## config.mk

```make
export PLATFORM = sky130hd
export DESIGN_NAME = tracker_sequencer
export DESIGN_NICKNAME = d
export VERILOG_FILES = /design/src/rtl/tracker_pkg.sv /design/src/rtl/pattern_ram.sv /design/src/rtl/tracker_sequencer.sv
export SDC_FILE = /design/constraint.sdc
export NUM_CORES = 1
export LEC_CHECK = 0
export CORE_MARGIN = 5
export CORE_UTILIZATION = 39
export DETAILED_ROUTE_END_ITERATION = 8
export GPL_ROUTABILITY_DRIVEN = 1
export SYNTH_ARGS = -nofsm -noshare
export SYNTH_HDL_FRONTEND = slang
export SYNTH_SLANG_ARGS = --single-unit
```

## constraint.sdc

```tcl
create_clock -name clk -period 5.05 [get_ports clk]
set_input_delay 1.01 -clock clk [delete_from_list [all_inputs] [get_ports clk]]
set_output_delay 1.01 -clock clk [all_outputs]
set_load 0.01 [all_outputs]
```

## src/rtl/tracker_pkg.sv

```systemverilog
// Shared tracker types: note encoding, silent note and the speed-width helper
// used by both the tracker voice and the pattern sequencer.
package tracker_pkg;

    typedef enum logic [1:0] {
        INST_SQUARE,
        INST_SAW,
        INST_TRI,
        INST_NOISE
    } instrument_t;

    typedef enum logic [1:0] {
        FX_NONE,
        FX_ARP,
        FX_SLIDE,
        FX_VIBRATO
    } effect_t;

    typedef struct packed {
        logic [5:0]  pitch;
        instrument_t instr;
        effect_t     fx;
    } note_tp;

    localparam note_tp SILENT_NOTE = note_tp'(0);

    typedef enum logic [1:0] {
        S_IDLE,
        S_FETCH,
        S_PLAY
    } seq_state_t;

    // A speed range of 1 still needs one bit of storage.
    function automatic int speed_bits(input int maxspeed);
        return (maxspeed > 1) ? $clog2(maxspeed) : 1;
    endfunction

endpackage

```

## src/rtl/pattern_ram.sv

```systemverilog
// Pattern row storage: one synchronous write port and one read-first
// synchronous read port with an enable, so the read register holds a prefetch.
module pattern_ram #(
    parameter  int ROWS  = 64,
    parameter  int WIDTH = 14,
    localparam int AW    = $clog2(ROWS)
) (
    input  logic             clk,
    input  logic             i_wr_en,
    input  logic [AW-1:0]    i_wr_addr,
    input  logic [WIDTH-1:0] i_wr_data,
    input  logic             i_rd_en,
    input  logic [AW-1:0]    i_rd_addr,
    output logic [WIDTH-1:0] o_rd_data
);

    logic [WIDTH-1:0] r_mem [ROWS];

    always_ff @(posedge clk) begin
        if (i_wr_en) begin
            r_mem[i_wr_addr] <= i_wr_data;
        end
        if (i_rd_en) begin
            o_rd_data <= r_mem[i_rd_addr];
        end
    end

endmodule

```

## src/rtl/tracker_sequencer.sv

```systemverilog
// Pattern sequencer feeding note/speed rows to the tracker voice, one row
// every eff_row_len cycles, with start/stop control and optional looping.
//
// state   | meaning
// S_IDLE  | outputs silent, waiting for start
// S_FETCH | row 0 read in flight (r_wait=1), then row 0 presented
// S_PLAY  | row on outputs, next row held in the RAM read register
module tracker_sequencer
    import tracker_pkg::*;
#(
    parameter  int ROWS      = 64,
    parameter  int MAXSPEED  = 16,
    parameter  int MAXROWLEN = 65536,
    localparam int RLEN      = $clog2(ROWS),
    localparam int SPLEN     = speed_bits(MAXSPEED),
    localparam int TCLEN     = $clog2(MAXROWLEN)
) (
    input  logic             clk,
    input  logic             rst_n,
    input  logic             wr_en,
    input  logic [RLEN-1:0]  wr_addr,
    input  note_tp           wr_note,
    input  logic [SPLEN-1:0] wr_speed,
    input  logic             start,
    input  logic             stop,
    input  logic             loop_en,
    input  logic [RLEN-1:0]  last_row,
    input  logic [TCLEN-1:0] row_len,
    output note_tp           note,
    output logic [SPLEN-1:0] speed,
    output logic [RLEN-1:0]  row,
    output logic             playing,
    output logic             row_strobe,
    output logic             done
);

    localparam int NW = $bits(note_tp);
    localparam int DW = NW + SPLEN;

    seq_state_t       r_state;
    logic             r_wait;
    logic [TCLEN-1:0] r_cnt;
    logic [TCLEN-1:0] r_len_m1;

    logic [RLEN-1:0]  w_last;
    logic [RLEN-1:0]  w_next_row;
    logic [TCLEN-1:0] w_len_m1;
    logic             w_boundary;
    logic             w_end;
    logic             w_rd_en;
    logic [RLEN-1:0]  w_rd_addr;
    logic [DW-1:0]    w_rd_data;
    note_tp           w_rd_note;
    logic [SPLEN-1:0] w_rd_speed;

    function automatic logic [RLEN-1:0] nxt(input logic [RLEN-1:0] r,
                                            input logic [RLEN-1:0] last);
        return (r == last) ? '0 : r + RLEN'(1);
    endfunction

    assign w_last     = (int'(last_row) >= ROWS) ? RLEN'(ROWS - 1) : last_row;
    assign w_len_m1   = (row_len < TCLEN'(2)) ? TCLEN'(1) : row_len - TCLEN'(1);
    assign w_next_row = nxt(row, w_last);
    assign w_boundary = (r_state == S_PLAY) && (r_cnt == r_len_m1);
    assign w_end      = w_boundary && (row == w_last);
    assign w_rd_note  = note_tp'(w_rd_data[DW-1:SPLEN]);
    assign w_rd_speed = w_rd_data[SPLEN-1:0];

    // The read address always targets the row after the one being presented,
    // so the RAM read register doubles as the prefetch register.
    always_comb begin
        w_rd_en   = 1'b0;
        w_rd_addr = '0;
        if (r_state == S_FETCH) begin
            w_rd_en   = 1'b1;
            w_rd_addr = r_wait ? '0 : nxt('0, w_last);
        end else if (w_boundary) begin
            w_rd_en   = 1'b1;
            w_rd_addr = nxt(w_next_row, w_last);
        end
    end

    pattern_ram #(
        .ROWS  (ROWS),
        .WIDTH (DW)
    ) u_pattern_ram (
        .clk       (clk),
        .i_wr_en   (wr_en),
        .i_wr_addr (wr_addr),
        .i_wr_data ({wr_note, wr_speed}),
        .i_rd_en   (w_rd_en),
        .i_rd_addr (w_rd_addr),
        .o_rd_data (w_rd_data)
    );

    always_ff @(posedge clk or negedge rst_n) begin
        if (!rst_n) begin
            r_state    <= S_IDLE;
            r_wait     <= 1'b0;
            r_cnt      <= '0;
            r_len_m1   <= TCLEN'(1);
            note       <= SILENT_NOTE;
            speed      <= '0;
            row        <= '0;
            playing    <= 1'b0;
            row_strobe <= 1'b0;
            done       <= 1'b0;
        end else begin
            row_strobe <= 1'b0;
            done       <= 1'b0;
            if (stop) begin
                r_state <= S_IDLE;
                note    <= SILENT_NOTE;
                speed   <= '0;
                row     <= '0;
                playing <= 1'b0;
            end else if (start) begin
                r_state <= S_FETCH;
                r_wait  <= 1'b1;
                note    <= SILENT_NOTE;
                speed   <= '0;
                row     <= '0;
                playing <= 1'b1;
            end else begin
                case (r_state)
                    S_FETCH: begin
                        if (r_wait) begin
                            r_wait <= 1'b0;
                        end else begin
                            note       <= w_rd_note;
                            speed      <= w_rd_speed;
                            row        <= '0;
                            row_strobe <= 1'b1;
                            r_cnt      <= '0;
                            r_len_m1   <= w_len_m1;
                            r_state    <= S_PLAY;
                        end
                    end
                    S_PLAY: begin
                        if (w_end && !loop_en) begin
                            r_state <= S_IDLE;
                            note    <= SILENT_NOTE;
                            speed   <= '0;
                            row     <= '0;
                            playing <= 1'b0;
                            done    <= 1'b1;
                        end else if (w_boundary) begin
                            note       <= w_rd_note;
                            speed      <= w_rd_speed;
                            row        <= w_next_row;
                            row_strobe <= 1'b1;
                            r_cnt      <= '0;
                            r_len_m1   <= w_len_m1;
                        end else begin
                            r_cnt <= r_cnt + TCLEN'(1);
                        end
                    end
                    default: begin
                        r_state <= S_IDLE;
                    end
                endcase
            end
        end
    end

endmodule

```

==> qor.csv, run 1 <==
metric;value;unit
synthArstFlopShare;0.0599;
synth_cell_type_count;84;
fillers;8619;
fin_area;47600;sq um
drive_gt1_frac;0.181;
place_congestion;0.961;
dpl_cell_area;44400;sq um
num_antenna_cells;0;
die_h;329;microns
crit_type;input pin to register;
peakVddDrop;256;uV
period_needed;4.99;ns
yosysTopAreaCellShare;0.689;
die_area;108000;sq um
cp_data_arrival_time;5.38;ns
ant_nets;0;
powerDensity;354;nW/um^2
core_area;101000;sq um
synth_cells;2775;
hp-class;input pin to async pin;
via_per_inst;6.03;
setup_viol;0;
crit_path_end_kind;register;
cts.sinks;968;
fin_setup_tns;0;ns
port_buffers;70;
cp_max_fo;32;
dp_hpwl;84800;microns
cts_tree;yes;
setup.worst_path.start;last_row[5];
synth_flop_cell;edfxtp_1;
crit_top_cell;buf_4;
initial_core_util;0.391;
overflow;0;
rsz0062_at_grt;yes;
route.detailed.drc;0;
first_pass_iters;6;
grt_max_degree;65;
clock_skew;0.0451;ns
drv_slew;0;
synth_edf_count;910;
critPathSlowestCell;a211oi_2;
synth_most_common_cell;edfxtp_1;
synth_common_cells;edfxtp_1 (910), nand2_1 (328), clkbuf_1 (139);
fin_ws;0.0630;ns
syn_nets;2829;
ioPinCount;71;
grt_usage;0.230;
dr_total_vias;27400;
clk_latency;0.68;ns
crit_chain;clkdlybuf4s50_1 -> xor2_1 -> nor4_4 -> a21o_2 -> inv_2 -> ha_4 -> and2_1 -> a31oi_1 -> buf_4 -> nand3_1 -> a211oi_4 -> buf_4 -> buf_4 -> buf_4 -> a221oi_1 -> a211oi_2 -> o311ai_1;
r2r_cells;15;
cts_hold_buffers;0;
path_buf_inv;6;
worst_path_dominant_cell_family;buffers and inverters;
drt-initial-drc-count;3900;
h-tree-depth;3;
worstMarginPinSlew;1.36;ns
slowest_delay;0.54;ns
cp.required;5.45;ns
yosysWarnings;0;
synth.avg_cell_area;14.3;sq um
antenna_found_initial;5;
r2r_slack;0.20;ns
status;completed;
cts_made_buffers;97;
wl;128000;microns
timing.fmax;0.201;GHz
grt_pass1_wl;184000;microns
pre_cts_slack;-0.779;ns
min_period_over_period;0.988;
routedWlPerCell;28.1;microns
synth_seq_cells;968;
worstReg2RegEnd;u_pattern_ram.o_rd_data[13]$_DFFE_PP_;
maxSlewHeadroom;0.0884;
r2r_start;row[0]$_DFFE_PN0P_;
rows;117;
area_delta_synth_final;20.1;%
die_w;329;microns
syn-cell-area;39700;sq um
clockRootBuffer;clkbuf_16;
finalPower;16.9;mW
yosysTopAreaCell;edfxtp_1;
start_kind;input pin;
ys_seq_area_frac;0.726;
clk_pin_slew_worst_paths;0.07;ns
grt_pass1_vias;25800;
ctsLongestPathBuffers;3;
synth.area.top_cells;edfxtp_1 (69%), dfrtp_1 (3.6%), nand2_1 (3.1%);
cap_viol_max_count;0;
report.final.hold_viol_count;0;
final_nets;3163;
p_leak;16.4;nW
stage by stage:
stage	util	instances	hold WS (ns)
final	0.470	4553	0.445
after global routing	0.470	4553	0.498
after CTS	0.469	4553	0.464
after detailed placement	0.438	4378	0.471
after global placement	0.438	4378	0.462
after floorplan	-	2775	0.441
worst reg2reg max path: stages, from the launching register on:
cell and delay, ns:
dfrtp_1 0.67, ha_1 0.46, xnor2_1 0.21, nor3b_1 0.23
a2bb2oi_1 0.27, o211ai_2 0.26, o21ai_4 0.29, nand2_4 0.25
buf_12 0.25, buf_4 0.16, buf_4 0.15, a221oi_1 0.39
nor4_1 0.11, buf_4 0.18, a211oi_2 0.51, o311ai_1 0.18
layer usage:
layer  GRT usage  vias up  part of all wire  wire (microns)
met2       0.357     1573              0.46           58500
li1            -    11800                 -               -
met5           0        -           0.00021              27
met1       0.325    13900              0.40           51000
met3      0.0466      205              0.11           13500
met4      0.0842        4             0.038            4860
power by group:
part | switching, mW | leakage (nW) | total (mW) | internal (mW)
Clock | 3.03 | 1.53 | 7.13 | 4.10
Combinational | 0.568 | 5.91 | 0.817 | 0.249
Sequential | 0.0536 | 8.97 | 8.93 | 8.88
Total | 3.65 | 16.4 | 16.9 | 13.2
registers in the layout, indices dropped and copies added, names as in the netlist:
name                     count
u_pattern_ram.r_mem        896
playing                      1
r_wait                       1
row                          6
r_state                      2
speed                        4
row_strobe                   1
note                        10
r_cnt                       16
u_pattern_ram.o_rd_data     14
r_len_m1                    16
done                         1
cells in the final DEF, fill, tap and decap left out, types with 24 or more instances in the layout:
master           count
a21oi_1             72
xor2_1              26
clkdlybuf4s50_1     55
o22a_1              36
a221oi_1           133
and3_1              24
a32o_1              28
o21ai_0            122
clkbuf_16           99
nor2_1             136
nand4_1             37
edfxtp_1           910
nand2_1            326
mux2i_1             85
nand3_1            107
buf_12              30
nor4_1              53
buf_4              328
nor3_1              54
dfrtp_1             57
a31oi_1             42
what timing repair did:
item	4_1_cts	5_1_grt
gates resized for setup	3	12
setup buffers	0	0
endpoints found under the setup margin	3	8
hold endpoints to repair	0	0
gates cloned	0	0
worst max path at each step:
stage | endpoint | cells after the start
floorplan | u_pattern_ram.o_rd_data[5]$_DFFE_PP_ | 16
global placement | u_pattern_ram.o_rd_data[1]$_DFFE_PP_ | 17
detailed placement | u_pattern_ram.o_rd_data[1]$_DFFE_PP_ | 17
CTS | u_pattern_ram.o_rd_data[11]$_DFFE_PP_ | 14
global route | u_pattern_ram.o_rd_data[2]$_DFFE_PP_ | 18
finish | u_pattern_ram.o_rd_data[13]$_DFFE_PP_ | 17
cell type report:
cell class	count	area, sq um	area share
sequential	968	28800	0.604
multi-input combinational	1604	10300	0.216
timing repair buffer	428	3690	0.0774
clock buffer	116	2540	0.0533
tap	1368	1710	0.0359
clock inverter	59	589	0.0124
inverter	10	37.5	0.000788
cells by family after synthesis:
logic type                 Yosys count  synth area share
buffers and inverters              203            0.0205
AOI/OAI and AO/OA                  656             0.124
adders and majority gates            6           0.00189
xor gates and xnor gates            40           0.00883
muxes                              100            0.0257
and+or+nand+nor                    802            0.0937
DFF                                968             0.726
No activity file was read; power rests on OpenSTA's default activity.
==> run 2: changes to the inputs <==
--- a/config.mk
+++ b/config.mk
@@ -7,6 +7,7 @@
 export LEC_CHECK = 0
 export CORE_MARGIN = 5
 export CORE_UTILIZATION = 39
+export CTS_CLUSTER_DIAMETER = 150
 export DETAILED_ROUTE_END_ITERATION = 8
 export GPL_ROUTABILITY_DRIVEN = 1
 export SYNTH_ARGS = -nofsm -noshare
==> results of run 2 <==
Same layout as run 1: the final DEF is identical, and so are final timing and power.
